$ cat src/rtl/par_serial_tx.sv
// Parallel-to-serial transmitter: loads a DLY_WIDTH-bit word and shifts it
// out MSB first, one bit per clock, with an optional idle gap after each
// frame. With no gap, a new word can be accepted in the last bit cycle so
// that frames run back to back.
module par_serial_tx #(
  parameter int DLY_WIDTH  = 8,
  parameter int GAP_CYCLES = 0
) (
  input  logic                 clk,
  input  logic                 reset,
  input  logic [DLY_WIDTH-1:0] par_in,
  input  logic                 load_valid,
  output logic                 load_ready,
  output logic                 ser_out,
  output logic                 ser_valid,
  output logic                 busy,
  output logic                 done
);

  localparam int CNT_W = $clog2(DLY_WIDTH);
  localparam logic [CNT_W-1:0] LAST_BIT = CNT_W'(DLY_WIDTH - 1);
  localparam logic [3:0] LAST_GAP = (GAP_CYCLES > 0) ? 4'(GAP_CYCLES - 1) : 4'd0;
  localparam bit NO_GAP = (GAP_CYCLES == 0);

  typedef enum logic [1:0] {
    IDLE  = 2'd0,
    SHIFT = 2'd1,
    GAP   = 2'd2
  } state_t;

  state_t               state_q, state_d;
  logic [DLY_WIDTH-1:0] shift_q, shift_d;
  logic [CNT_W-1:0]     bit_cnt_q, bit_cnt_d;
  logic [3:0]           gap_cnt_q, gap_cnt_d;
  logic                 last_bit;
  logic                 accept;

  // Output decode: everything is a function of the registered state only.
  always_comb begin
    last_bit   = (state_q == SHIFT) && (bit_cnt_q == LAST_BIT);
    load_ready = (state_q == IDLE) || (NO_GAP && last_bit);
    accept     = load_valid && load_ready;
    ser_valid  = (state_q == SHIFT);
    ser_out    = (state_q == SHIFT) ? shift_q[DLY_WIDTH-1] : 1'b0;
    busy       = (state_q != IDLE);
    done       = last_bit;
  end

  // Next-state logic: shifting, bit counting, gap timing and reload.
  always_comb begin
    state_d   = state_q;
    shift_d   = shift_q;
    bit_cnt_d = bit_cnt_q;
    gap_cnt_d = gap_cnt_q;
    unique case (state_q)
      IDLE: begin
        if (accept) begin
          shift_d   = par_in;
          bit_cnt_d = '0;
          state_d   = SHIFT;
        end
      end
      SHIFT: begin
        shift_d   = {shift_q[DLY_WIDTH-2:0], 1'b0};
        bit_cnt_d = bit_cnt_q + 1'b1;
        if (last_bit) begin
          bit_cnt_d = '0;
          if (!NO_GAP) begin
            gap_cnt_d = '0;
            state_d   = GAP;
          end else if (accept) begin
            // Reload in the last bit cycle: the next frame follows with no idle bit.
            shift_d = par_in;
            state_d = SHIFT;
          end else begin
            state_d = IDLE;
          end
        end
      end
      GAP: begin
        gap_cnt_d = gap_cnt_q + 4'd1;
        if (gap_cnt_q == LAST_GAP) begin
          gap_cnt_d = '0;
          state_d   = IDLE;
        end
      end
      default: begin
        state_d = IDLE;
      end
    endcase
  end

  // State registers; reset wins over any accept or frame progress.
  always_ff @(posedge clk) begin
    if (reset) begin
      state_q   <= IDLE;
      shift_q   <= '0;
      bit_cnt_q <= '0;
      gap_cnt_q <= '0;
    end else begin
      state_q   <= state_d;
      shift_q   <= shift_d;
      bit_cnt_q <= bit_cnt_d;
      gap_cnt_q <= gap_cnt_d;
    end
  end

endmodule

$ cat config.mk
export PLATFORM = sky130hd
export DESIGN_NAME = par_serial_tx
export DESIGN_NICKNAME = d
export VERILOG_FILES = /design/src/rtl/par_serial_tx.sv
export SDC_FILE = /design/constraint.sdc
export NUM_CORES = 1
export LEC_CHECK = 0
export CAP_MARGIN = 10
export CORE_MARGIN = 2
export CORE_UTILIZATION = 35
export DETAILED_ROUTE_END_ITERATION = 7
export PLACE_DENSITY = 0.62
export SETUP_SLACK_MARGIN = 0.15
export SKIP_CTS_REPAIR_TIMING = 1
export SLEW_MARGIN = 40
export SYNTH_ARGS = -nofsm -noshare
export SYNTH_HDL_FRONTEND = slang
export SYNTH_SLANG_ARGS = --single-unit
$ cat constraint.sdc
create_clock -name clk -period 1.4 [get_ports clk]
set_input_delay 0.21 -clock clk [delete_from_list [all_inputs] [get_ports clk]]
set_output_delay 0.21 -clock clk [all_outputs]
set_load 0.02 [all_outputs]
**Yosys cells after proc, flatten, opt, wreduce, memory -nomap -nowiden**

Index checks and enable logic that the tools add are counted.

- Register bits after elaboration: 17
- Input bits: 11
- Output and inout port bits: 5
- Word-level logic and storage cells: 35

- Add/sub/neg operators: 2
- Equal/unequal tests: 6
- Mux-type cells: 14
- Reductions and logical operators: 9

Operators by type and width:

| cell | number |
|---|---|
| $mux W8 | 3 |
| $pmux W8 S2 | 1 |
| $mux W2 | 3 |
| $mux W3 | 2 |
| $pmux W2 S3 | 1 |
| $pmux W3 S2 | 1 |
| $add A4 B1 Y4 const B | 1 |
| $logic_not A4 Y1 | 1 |
| $mux W4 | 1 |
| $ne A2 B2 Y1 const B | 2 |
| $reduce_bool A2 Y1 | 2 |
| $add A3 B1 Y3 const B | 1 |
| $eq A3 B3 Y1 const B | 1 |
| $reduce_and A3 Y1 | 1 |
| $eq A2 B1 Y1 const B | 1 |
| $eq A2 B2 Y1 const B | 1 |
| $logic_and A1 B1 Y1 | 2 |
| $logic_not A2 Y1 | 1 |
| $mux W1 | 2 |
| $ne A2 B1 Y1 const B | 1 |
| $reduce_and A2 Y1 | 1 |
| $logic_or A1 B1 Y1 | 1 |

**Logic depth before layout (Yosys ltp)**

Gate-level depths: netlist of the first run.

- Depth after elaboration: 7
- Mapped depth: 6
- Mapped depth without buffers: 5

**Least setup slack after synthesis of the first run**

Ideal clock, no wire load.

- Path type: flip-flop to flip-flop
- Start: register bit_cnt_q[0]
- End: register shift_q[7]
- Arrival: 1.259 ns
- Data required time: 1.267 ns
- Setup slack: 0.008 ns
- Cell stages (with the launch flop): 7
- Cell sequence: dfxtp_1 -> ha_1 -> ha_1 -> a21boi_2 -> buf_6 -> mux2i_1 -> a211oi_2

- Cells in the longest elaborated chain, start to end: 7

RTL lines:

| element | line | source |
|---|---|---|
| start, declared | 33 | `logic [CNT_W-1:0] bit_cnt_q, bit_cnt_d;` |
| start signal, assigned | 103 | `bit_cnt_q <= bit_cnt_d;` |
| $eq A3 B3 Y1 * | 40 | `last_bit = (state_q == SHIFT) && (bit_cnt_q == LAST_BIT);` |
| $logic_and A1 B1 Y1 * | 40 |  |
| $logic_or A1 B1 Y1 | 41 | `load_ready = (state_q == IDLE) \|\| (NO_GAP && last_bit);` |
| $logic_and A1 B1 Y1 | 42 | `accept = load_valid && load_ready;` |
| $mux W8 | 71 | `end else if (accept) begin` |
| $mux W8 | 66 | `if (last_bit) begin` |
| $pmux W8 S2 | 55 | `unique case (state_q)` |
| end signal, assigned | 102 | `shift_q <= shift_d;` |
| end, declared | 32 | `logic [DLY_WIDTH-1:0] shift_q, shift_d;` |

Every way passes the cells marked *; elsewhere a longest branch is shown, timed or not.
A chain may end at the register's enable or synchronous reset.

**Worst setup path after layout of the first run**

- Start: register bit_cnt_q[0]
- End: output port done

- Cells in the longest elaborated chain, start to end: 2

RTL lines:

| element | line | source |
|---|---|---|
| $eq A3 B3 Y1 | 40 |  |
| $logic_and A1 B1 Y1 | 40 |  |
| end, declared | 17 | `output logic done` |

No other way between the ends.

==> flow_summary.json, run 1 <==
{
  "outcome": "complete, but fails checks",
  "violations": "setup timing",
  "viasPerCell": 4.85,
  "synthDistinctLibCells": 20,
  "postSynthAreaPerCell_um2": 9.55,
  "hold_viol_final": 0,
  "finalCritPeriodShare": 1.09,
  "met1_usage": 0.176,
  "nNetsFinal": 95,
  "timing.reg2reg.setup_slack_ns": -0.11,
  "ios": 16,
  "setup-violations-final": 9,
  "critPathMaxFanout": 3,
  "rows": 14,
  "reg2regPathDepth": 7,
  "drc": 0,
  "via_count": 470,
  "crit_path_end_kind": "primary output",
  "gp_congestion": 0.732,
  "dieArea_um2": 1980,
  "drt-initial-drc-count": 4,
  "async_flop_share": 0,
  "rr_endpoint": "shift_q[7]",
  "dp_hpwl_um": 818,
  "relSlewSlack": 0.693,
  "layout_setup_ws_ns": -0.131,
  "vdd_drop_max_uv": 512,
  "core_area_um2": 1520,
  "grt_usage": 0.134,
  "fin_skew_ns": 0.00150,
  "cts.clk_slew.worst_paths_ns": 0.08,
  "max_freq_ghz": 0.653,
  "routed_wl_um": 1130,
  "worstHoldPathType": "reg2reg",
  "grt_max_degree": 15,
  "root_buffer": "clkbuf_4",
  "rsz0062_at_grt": "true",
  "synth_top_area_cell": "dfxtp_1",
  "worstPathArrival_ns": 1.32,
  "clock_path_buffers": 2,
  "required_ns": 1.19,
  "die_y_um": 44.5,
  "antenna_left": 0,
  "yosys-top-cells-area": "dfxtp_1, mux2i_1, nor2_1",
  "min_period_ns": 1.53,
  "syn_inst": 60,
  "worstSkewPairLatency_ns": 0.27,
  "overflow": 0,
  "numCtsBuffers": 3,
  "use_met2": 0.197,
  "tns_ns": -0.774,
  "synth_top_flop_cell": "dfxtp_1",
  "yosys_warnings": 0,
  "cts_tree": "yes",
  "synth_edf_count": 0,
  "clock_sinks": 12,
  "wl_per_cell_um": 11.7,
  "grt_pass1_vias": 448,
  "maxSlewViolCount": 0,
  "seq_area_frac_synth": 0.419,
  "htreeDepth": 1,
  "netlist_area_um2": 573,
  "antenna_found_initial": 0,
  "worst_slew_pin_slew_ns": 0.460,
  "synth-seq-cells": 12,
  "synth_most_common_cell": "nor2_1",
  "grt_use_met3": 0.0245,
  "first_pass_iters": 2,
  "synth_common_cells": "nor2_1, dfxtp_1, mux2i_1, a211oi_1",
  "portBuffers": 15,
  "start_util": 0.376,
  "holdCritStartpoint": "shift_q[2]",
  "critPathKind": "reg2out",
  "holdPathEnd": "shift_q[2]",
  "syn_nets": 73,
  "grt_pass1_wl_um": 1910,
  "diodes": 0,
  "finalPower_w": 0.000815,
  "power.static_leakage_nw": 0.390,
  "synth_top_area_frac": 0.419,
  "busiest_layer": "met2",
  "power_density_nw_per_um2": 944,
  "maxCapViolations": 0,
  "drive_above_1_share": 0.296,
  "worstReg2RegStart": "bit_cnt_q[0]",
  "worstSetupStartpointType": "flop",
  "area_growth_pct": 50.7,
  "holdPathStages": 2,
  "die_w_um": 44.5
}
[report_power, final]
part	switching (W)	internal, W
Combinational	0.0000676	0.0000901
Clock	0.000117	0.000158
Sequential	0.0000153	0.000367
Total	0.000200	0.000615
[cell families (layout without fill, tap and decap cells)]
family | Yosys count | after routing | synth area share
muxes | 9 | 9 | 0.157
and+or+nand+nor | 20 | 20 | 0.157
adders and majority gates | 2 | 2 | 0.0437
DFF | 12 | 12 | 0.419
AOI/OAI and AO/OA | 11 | 11 | 0.155
buffers and inverters | 6 | 27 | 0.0677
[state kept, by name, indices dropped and copies added (netlist names)]
signal     count
shift_q        8
bit_cnt_q      3
state_q        1
[cells in the final DEF, fill, tap and decap left out]
cell,synthesis,final
a22oi_2,0,1
nor2_1,14,14
clkbuf_4,0,3
and2_1,2,1
a211oi_1,6,6
dlymetal6s2s_1,0,3
and2_4,0,1
buf_6,1,1
a21boi_4,0,1
mux2i_1,9,8
clkdlybuf4s50_1,0,10
buf_12,0,1
inv_1,1,1
nand3_1,1,1
clkbuf_8,0,1
dfxtp_1,12,9
or2_1,1,1
a211oi_2,1,1
nor2b_2,0,1
o21a_1,1,1
clkbuf_2,0,1
nor3b_1,1,1
buf_4,2,6
a21oi_1,1,1
mux2i_2,0,1
ha_4,0,2
dfxtp_2,0,3
[critical path, cell delays in order, from the launching register on]
cell	delay, ns
dfxtp_2	0.34
ha_4	0.16
ha_4	0.16
buf_4	0.12
and2_4	0.14
buf_6	0.12
[per-layer routing]
layer	share of wire	up-vias
li1	-	250
met1	0.50	210
met2	0.45	8
met3	0.045	2
met4	0.0080	0
met5	0	-
[worst max path at each step]
stage / endpoint / slack (ns) / from / cells after the start
after global routing: done / -0.17 / bit_cnt_q[1] / 5
after CTS: load_ready / -0.48 / bit_cnt_q[1] / 5
after floorplan: shift_q[7] / 0.08 / bit_cnt_q[0] / 6
final: done / -0.13 / bit_cnt_q[0] / 5
after detailed placement: load_ready / -0.18 / bit_cnt_q[1] / 5
after global placement: load_ready / -0.14 / bit_cnt_q[1] / 5
[per-stage QoR]
stage / util / instance area [um2] / setup WS, ns / std cells / hold slack (ns)
floorplan: - / 601 / 0.0813 / 60 / 0.283
global placement: 0.521 / 793 / -0.144 / 92 / 0.490
detailed placement: 0.521 / 793 / -0.180 / 92 / 0.496
CTS: 0.544 / 830 / -0.478 / 96 / 0.507
global route: 0.567 / 863 / -0.170 / 97 / 0.517
finish: 0.567 / 863 / -0.131 / 97 / 0.506
[cell type report]
| cell class | instances | area [um2] |
|---|---|---|
| timing repair buffer | 22 | 219 |
| inverter | 1 | 3.75 |
| fill | 138 | 661 |
| sequential | 12 | 244 |
| clock buffer | 4 | 36.3 |
| multi-input combinational | 42 | 340 |
| tap | 16 | 20.0 |
No activity file was read; power rests on OpenSTA's default activity.
==> inputs of run 2 (changes only) <==
Settings changed: CAP_MARGIN 10 to 20.
==> results of run 2 <==
The final DEF is identical to that of run 1; final timing and power are the same.
